$ cat src/rtl/mac_engine.sv
// mac_engine: signed multiply-accumulate responder for the start_mac/mac_done
// handshake. Consumes VEC_LEN data/weight pairs and publishes a saturated sum.
//
// Ports:
//   clk          in   system clock, rising edge
//   reset        in   asynchronous active-high reset
//   start_mac    in   begin an operation (honoured only in IDLE)
//   shift_enable in   operand-valid strobe, sampled in ACCUM
//   data_in      in   [DATA_W-1:0] signed data operand (FIFO)
//   weight_in    in   [DATA_W-1:0] signed weight operand (IMEM)
//   busy         out  high in ACCUM and DRAIN
//   mac_done     out  registered one-cycle completion pulse
//   acc_out      out  [ACC_W-1:0] last completed signed result
//   overflow     out  sticky saturation flag for current/last operation

module mac_engine #(
    parameter int DATA_W  = 8,
    parameter int ACC_W   = 24,
    parameter int VEC_LEN = 16
) (
    input  logic              clk,
    input  logic              reset,
    input  logic              start_mac,
    input  logic              shift_enable,
    input  logic [DATA_W-1:0] data_in,
    input  logic [DATA_W-1:0] weight_in,
    output logic              busy,
    output logic              mac_done,
    output logic [ACC_W-1:0]  acc_out,
    output logic              overflow
);

    localparam int PROD_W = 2 * DATA_W;
    localparam int CNT_W  = $clog2(VEC_LEN + 1);
    localparam int EXT_W  = ACC_W + 1 - PROD_W;

    localparam logic [ACC_W-1:0] ACC_MAX = {1'b0, {(ACC_W-1){1'b1}}};
    localparam logic [ACC_W-1:0] ACC_MIN = {1'b1, {(ACC_W-1){1'b0}}};
    localparam logic [CNT_W-1:0] LAST    = CNT_W'(VEC_LEN - 1);

    typedef enum logic [1:0] {
        IDLE  = 2'd0,
        ACCUM = 2'd1,
        DRAIN = 2'd2,
        DONE  = 2'd3
    } state_t;

    state_t state_q, state_d;

    logic [CNT_W-1:0]  count_q, count_d;
    logic [PROD_W-1:0] prod_q, prod_d;
    logic              pvalid_q, pvalid_d;
    logic [ACC_W-1:0]  acc_q, acc_d;
    logic [ACC_W-1:0]  acc_out_q, acc_out_d;
    logic              ovf_q, ovf_d;
    logic              done_q, done_d;

    logic              accept;
    logic              take_pair;
    logic              last_pair;
    logic [PROD_W-1:0] mult;
    logic [ACC_W:0]    sum;
    logic              sum_ovf;
    logic [ACC_W-1:0]  sum_sat;

    assign accept    = (state_q == IDLE) && start_mac;
    assign take_pair = (state_q == ACCUM) && shift_enable;
    assign last_pair = take_pair && (count_q == LAST);

    assign mult = PROD_W'($signed(data_in) * $signed(weight_in));

    // One extra bit is enough: a single product fits in ACC_W, so the
    // sum of an in-range accumulator and a product can only spill by one bit.
    assign sum = {acc_q[ACC_W-1], acc_q}
               + {{EXT_W{prod_q[PROD_W-1]}}, prod_q};

    assign sum_ovf = sum[ACC_W] ^ sum[ACC_W-1];

    always_comb begin
        sum_sat = sum[ACC_W-1:0];
        if (sum_ovf) begin
            sum_sat = sum[ACC_W] ? ACC_MIN : ACC_MAX;
        end
    end

    // FSM: state register
    always_ff @(posedge clk or posedge reset) begin
        if (reset) begin
            state_q <= IDLE;
        end else begin
            state_q <= state_d;
        end
    end

    // FSM: next state
    always_comb begin
        state_d = state_q;
        unique case (state_q)
            IDLE:  if (start_mac) state_d = ACCUM;
            ACCUM: if (last_pair) state_d = DRAIN;
            DRAIN: state_d = DONE;
            DONE:  state_d = IDLE;
            default: state_d = IDLE;
        endcase
    end

    // FSM: outputs
    always_comb begin
        busy = (state_q == ACCUM) || (state_q == DRAIN);
    end

    // Datapath next-state
    always_comb begin
        count_d   = count_q;
        prod_d    = prod_q;
        pvalid_d  = 1'b0;
        acc_d     = acc_q;
        acc_out_d = acc_out_q;
        ovf_d     = ovf_q;
        done_d    = 1'b0;

        if (take_pair) begin
            prod_d   = mult;
            pvalid_d = 1'b1;
            count_d  = count_q + 1'b1;
        end

        // Accumulate stage runs one cycle behind sampling, so a fresh pair
        // can be taken on the same edge the previous product is summed.
        if (pvalid_q) begin
            acc_d = sum_sat;
            if (sum_ovf) begin
                ovf_d = 1'b1;
            end
        end

        if (state_q == DRAIN) begin
            acc_out_d = pvalid_q ? sum_sat : acc_q;
            done_d    = 1'b1;
        end

        if (accept) begin
            count_d  = '0;
            acc_d    = '0;
            ovf_d    = 1'b0;
            pvalid_d = 1'b0;
        end
    end

    always_ff @(posedge clk or posedge reset) begin
        if (reset) begin
            count_q   <= '0;
            prod_q    <= '0;
            pvalid_q  <= 1'b0;
            acc_q     <= '0;
            acc_out_q <= '0;
            ovf_q     <= 1'b0;
            done_q    <= 1'b0;
        end else begin
            count_q   <= count_d;
            prod_q    <= prod_d;
            pvalid_q  <= pvalid_d;
            acc_q     <= acc_d;
            acc_out_q <= acc_out_d;
            ovf_q     <= ovf_d;
            done_q    <= done_d;
        end
    end

    assign mac_done = done_q;
    assign acc_out  = acc_out_q;
    assign overflow = ovf_q;

endmodule

$ cat config.mk
export PLATFORM = sky130hd
export DESIGN_NAME = mac_engine
export DESIGN_NICKNAME = d
export VERILOG_FILES = /design/src/rtl/mac_engine.sv
export SDC_FILE = /design/constraint.sdc
export NUM_CORES = 1
export LEC_CHECK = 0
export CAP_MARGIN = 20
export CORE_ASPECT_RATIO = 1.5
export CORE_MARGIN = 2
export CORE_UTILIZATION = 61
export CTS_CLUSTER_SIZE = 16
export DETAILED_ROUTE_END_ITERATION = 10
export GPL_TIMING_DRIVEN = 0
export PLACE_DENSITY_LB_ADDON = 0.08
export SYNTH_ARGS = -nofsm -noshare
export SYNTH_HDL_FRONTEND = slang
export SYNTH_SLANG_ARGS = --single-unit
$ cat constraint.sdc
create_clock -name clk -period 3.3 [get_ports clk]
set_input_delay 0.99 -clock clk [delete_from_list [all_inputs] [get_ports clk]]
set_output_delay 0.99 -clock clk [all_outputs]
set_load 0.005 [all_outputs]
==> flow_metrics.py <==
metrics = {
    "critical_path": {
        "crit_chain": "buf_12 > and2_4 > fa_1 > inv_2 > fa_1 > inv_1 > fa_1 > inv_2 > fa_1 > inv_2 > ha_4 > o21ai_4 > a21boi_2 > o21ai_2 > a21oi_2 > o211ai_1 > and3_1 > o31ai_1",
        "worstSetupPathType": "in2reg",
        "arrival_ns": 4.88,
        "worst-path-max-fanout": 7,
        "critPathCaptureType": "flip-flop",
        "critical_path.top_delay_family": "adder cells",
        "cp.required_ns": 3.55,
        "start_kind": "input pin",
        "path_common_cell": "fa_1",
        "path_buf_inv": 5,
        "cp_slowest_cell": "fa_1",
        "critPathMaxStageDelay_ns": 0.57,
    },
    "synth": {
        "ys_types": 55,
        "synth_cells": 822,
        "ys.flop_type": "dfrtp_1",
        "synth_seq_area_share_pct": 26.15,
        "synth_area_per_cell_um2": 8.614,
        "synth_area_mm2": 0.007081,
        "yosysWarnings": 0,
        "syn_nets": 957,
        "synth-edff-count": 0,
        "synth-seq-cells": 74,
        "synthArstFlopShare_pct": 100.0,
    },
    "timing": {
        "tightest_slew_ns": 0.9081,
        "rsz0062_at_grt": "yes",
        "hold_viol": 0,
        "setup_ws_ns": -1.334,
        "fin_setup_tns_ns": -11.01,
        "finalSetupViolations": 11,
        "finClkSkew_ns": 0.007095,
        "min_period_ns": 4.634,
        "fmax_mhz": 215.8,
        "maxSlewViolCount": 0,
        "max_slew_margin_pct": 39.46,
        "fin_crit_sh_pct": 140.4,
    },
    "die": {
        "dieWidth_um": 91.97,
        "die_area_mm2": 0.01250,
        "num_rows": 48,
        "core_mm2": 0.01141,
        "die_h_um": 136.0,
        "start_util_pct": 62.05,
        "ios": 47,
    },
    "cells_and_area": {
        "multi_input_area_mm2": 0.005060,
        "nFillCells": 835,
        "antennaDiodeCount": 0,
        "seqCellArea_mm2": 0.001853,
        "area_growth_pct": 20.53,
        "layout_common_cells": "nand2_1, inv_1, dfrtp_1",
        "drive_above_1_share_pct": 15.38,
        "fin_nets": 1034,
        "mostFrequentLayoutCell": "nand2_1",
        "fin_util_pct": 74.79,
    },
    "cts": {
        "numCtsBuffers": 9,
        "insertion_delay_ns": 0.34,
        "cts_tree": "done",
        "cts.sinks": 74,
        "ctsHtreeMaxLevel": 3,
        "clockBufferDepth": 2,
        "root_buffer": "clkbuf_16",
        "cts_hold_buf": 0,
        "clk_pin_slew_ns": 0.06,
    },
    "placed_design": {
        "port_buffers": 46,
        "place_congestion": 0.8695,
        "dp_hpwl_mm": 13.92,
    },
    "global_route": {
        "grtUsageMet1_pct": 32.52,
        "antenna_found_initial": 0,
        "overflow": 0,
        "grtUsageMet2_pct": 60.50,
        "grt_max_degree": 75,
        "grt_pass1_vias": 6403,
        "grt_usage_pct": 30.67,
        "met3_usage_pct": 2.882,
        "grt.busiest_layer": "met2",
        "grt_pass1_wl_mm": 30.18,
    },
    "route": {
        "wl_per_cell_um": 17.65,
        "drc": 0,
        "totalWireLength_mm": 18.60,
        "detail_route.vias_per_cell": 5.836,
        "firstDrtPassIters": 7,
        "ant_nets": 0,
        "drt_iter0_markers": 293,
        "vias": 6151,
    },
    "outcome": {
        "violations": "setup timing",
        "outcome": "finished, violations left",
    },
    "power_and_ir_drop": {
        "power_density_mw_per_mm2": 943.8,
        "p_leak_uw": 0.003976,
        "worst_ir_drop_vdd_mv": 0.4170,
        "totalPowerFinal_uw": 8055,
    },
    "flow_run": {
        "maxCapViolCount": 0,
    },
    "min_path": {
        "hp-class": "reg2reg",
    },
}
==> final cells by class <==
cell class,instances,area share [%]
multi-input cells,623,59.29
flip-flops and latches,74,21.71
repair buffers,66,7.506
inverters,99,4.384
clock buffers,10,2.683
well taps,150,2.199
plain buffers,26,1.451
clock inverters,6,0.7770
==> repair_timing <==
action                     CTS  global route
setup endpoints to repair   27            48
pin swaps                   37            17
buffers inserted             9            12
gates resized for setup    128            36
==> per-layer routing <==
layer | wire [µm] | share of wire (%)
met2 | 10560 | 57
met3 | 489 | 2.6
met4 | 694 | 3.7
met5 | 0 | 0
met1 | 6859 | 37
==> cells in the mapped netlist, types with 12 or more instances <==
cell type   n  share of area [%]
nand2_1    92                4.9
fa_1       56                 16
nor2_1     43                2.3
ha_1       59                 10
inv_1      99                5.2
o21ai_0    51                3.6
xor2_1     12                1.5
nor2b_1    27                2.4
a21oi_1    57                4.0
dfrtp_1    74                 26
nand3_1    18                1.3
xnor2_1    20                2.5
clkbuf_1   14               0.74
o21ai_1    26                1.8
and2_1     46                4.1
==> logic make-up (layout without fill, tap and decap cells) <==
kind of cell | after synthesis | in the layout | share of synthesized area, %
flip-flops | 74 | 74 | 26.15
XOR/XNOR | 32 | 32 | 3.958
adder cells (fa/ha/maj) | 115 | 115 | 26.26
AND/OR/NAND/NOR | 271 | 271 | 19.10
buffers and inverters | 125 | 207 | 6.998
AO/OA/AOI/OAI | 200 | 200 | 16.81
multiplexers | 5 | 5 | 0.7245
==> tightest hold or removal path, stage by stage (launching register included) <==
cell and delay (ns):
dfrtp_1 0.35, nand2_1 0.05, nand2_1 0.06
==> sequential cells by signal, indices dropped and copies added (netlist names) <==
| register | count |
|---|---|
| overflow | 1 |
| acc_out | 24 |
| count_q | 5 |
| pvalid_q | 1 |
| prod_q | 16 |
| mac_done | 1 |
| acc_q | 24 |
| state_q | 2 |
==> power by group <==
| part | switching, µW | total [µW] | internal (µW) |
|---|---|---|---|
| registers | 285 | 1540 | 1260 |
| clock network | 392 | 978 | 586 |
| logic | 3130 | 5530 | 2400 |
==> stage by stage <==
stage | cells | cell area (µm²) | hold slack, ns | worst slack, ns
3_5_place_dp | 1018 | 7843 | 0.4795 | -2.262
2_1_floorplan | 822 | 7192 | 0.4453 | -1.283
6_report | 1054 | 8534 | 0.4873 | -1.334
5_1_grt | 1054 | 8534 | 0.5120 | -1.435
4_1_cts | 1043 | 8329 | 0.4924 | -1.276
3_3_place_gp | 1018 | 7840 | 0.4691 | -2.164
==> path summary, 6_finish.rpt <==
check                                            from                      end  slack [ns]  depth (start not counted)
worst min register to register  prod_q[3]$_DFFE_PP0P_    prod_q[3]$_DFFE_PP0P_        0.49                          2
min in group asynchronous                       reset  acc_out[15]$_DFFE_PP0P_        1.19                          2
worst max register to register  prod_q[0]$_DFFE_PP0P_  acc_out[22]$_DFFE_PP0P_        0.12                         10
max in group asynchronous                       reset   prod_q[15]$_DFFE_PP0P_        1.46                          2
worst min-delay path            prod_q[3]$_DFFE_PP0P_    prod_q[3]$_DFFE_PP0P_        0.49                          2
worst max-delay path                     weight_in[4]   prod_q[14]$_DFFE_PP0P_       -1.33                         18
No activity file was read; power rests on OpenSTA's default activity.
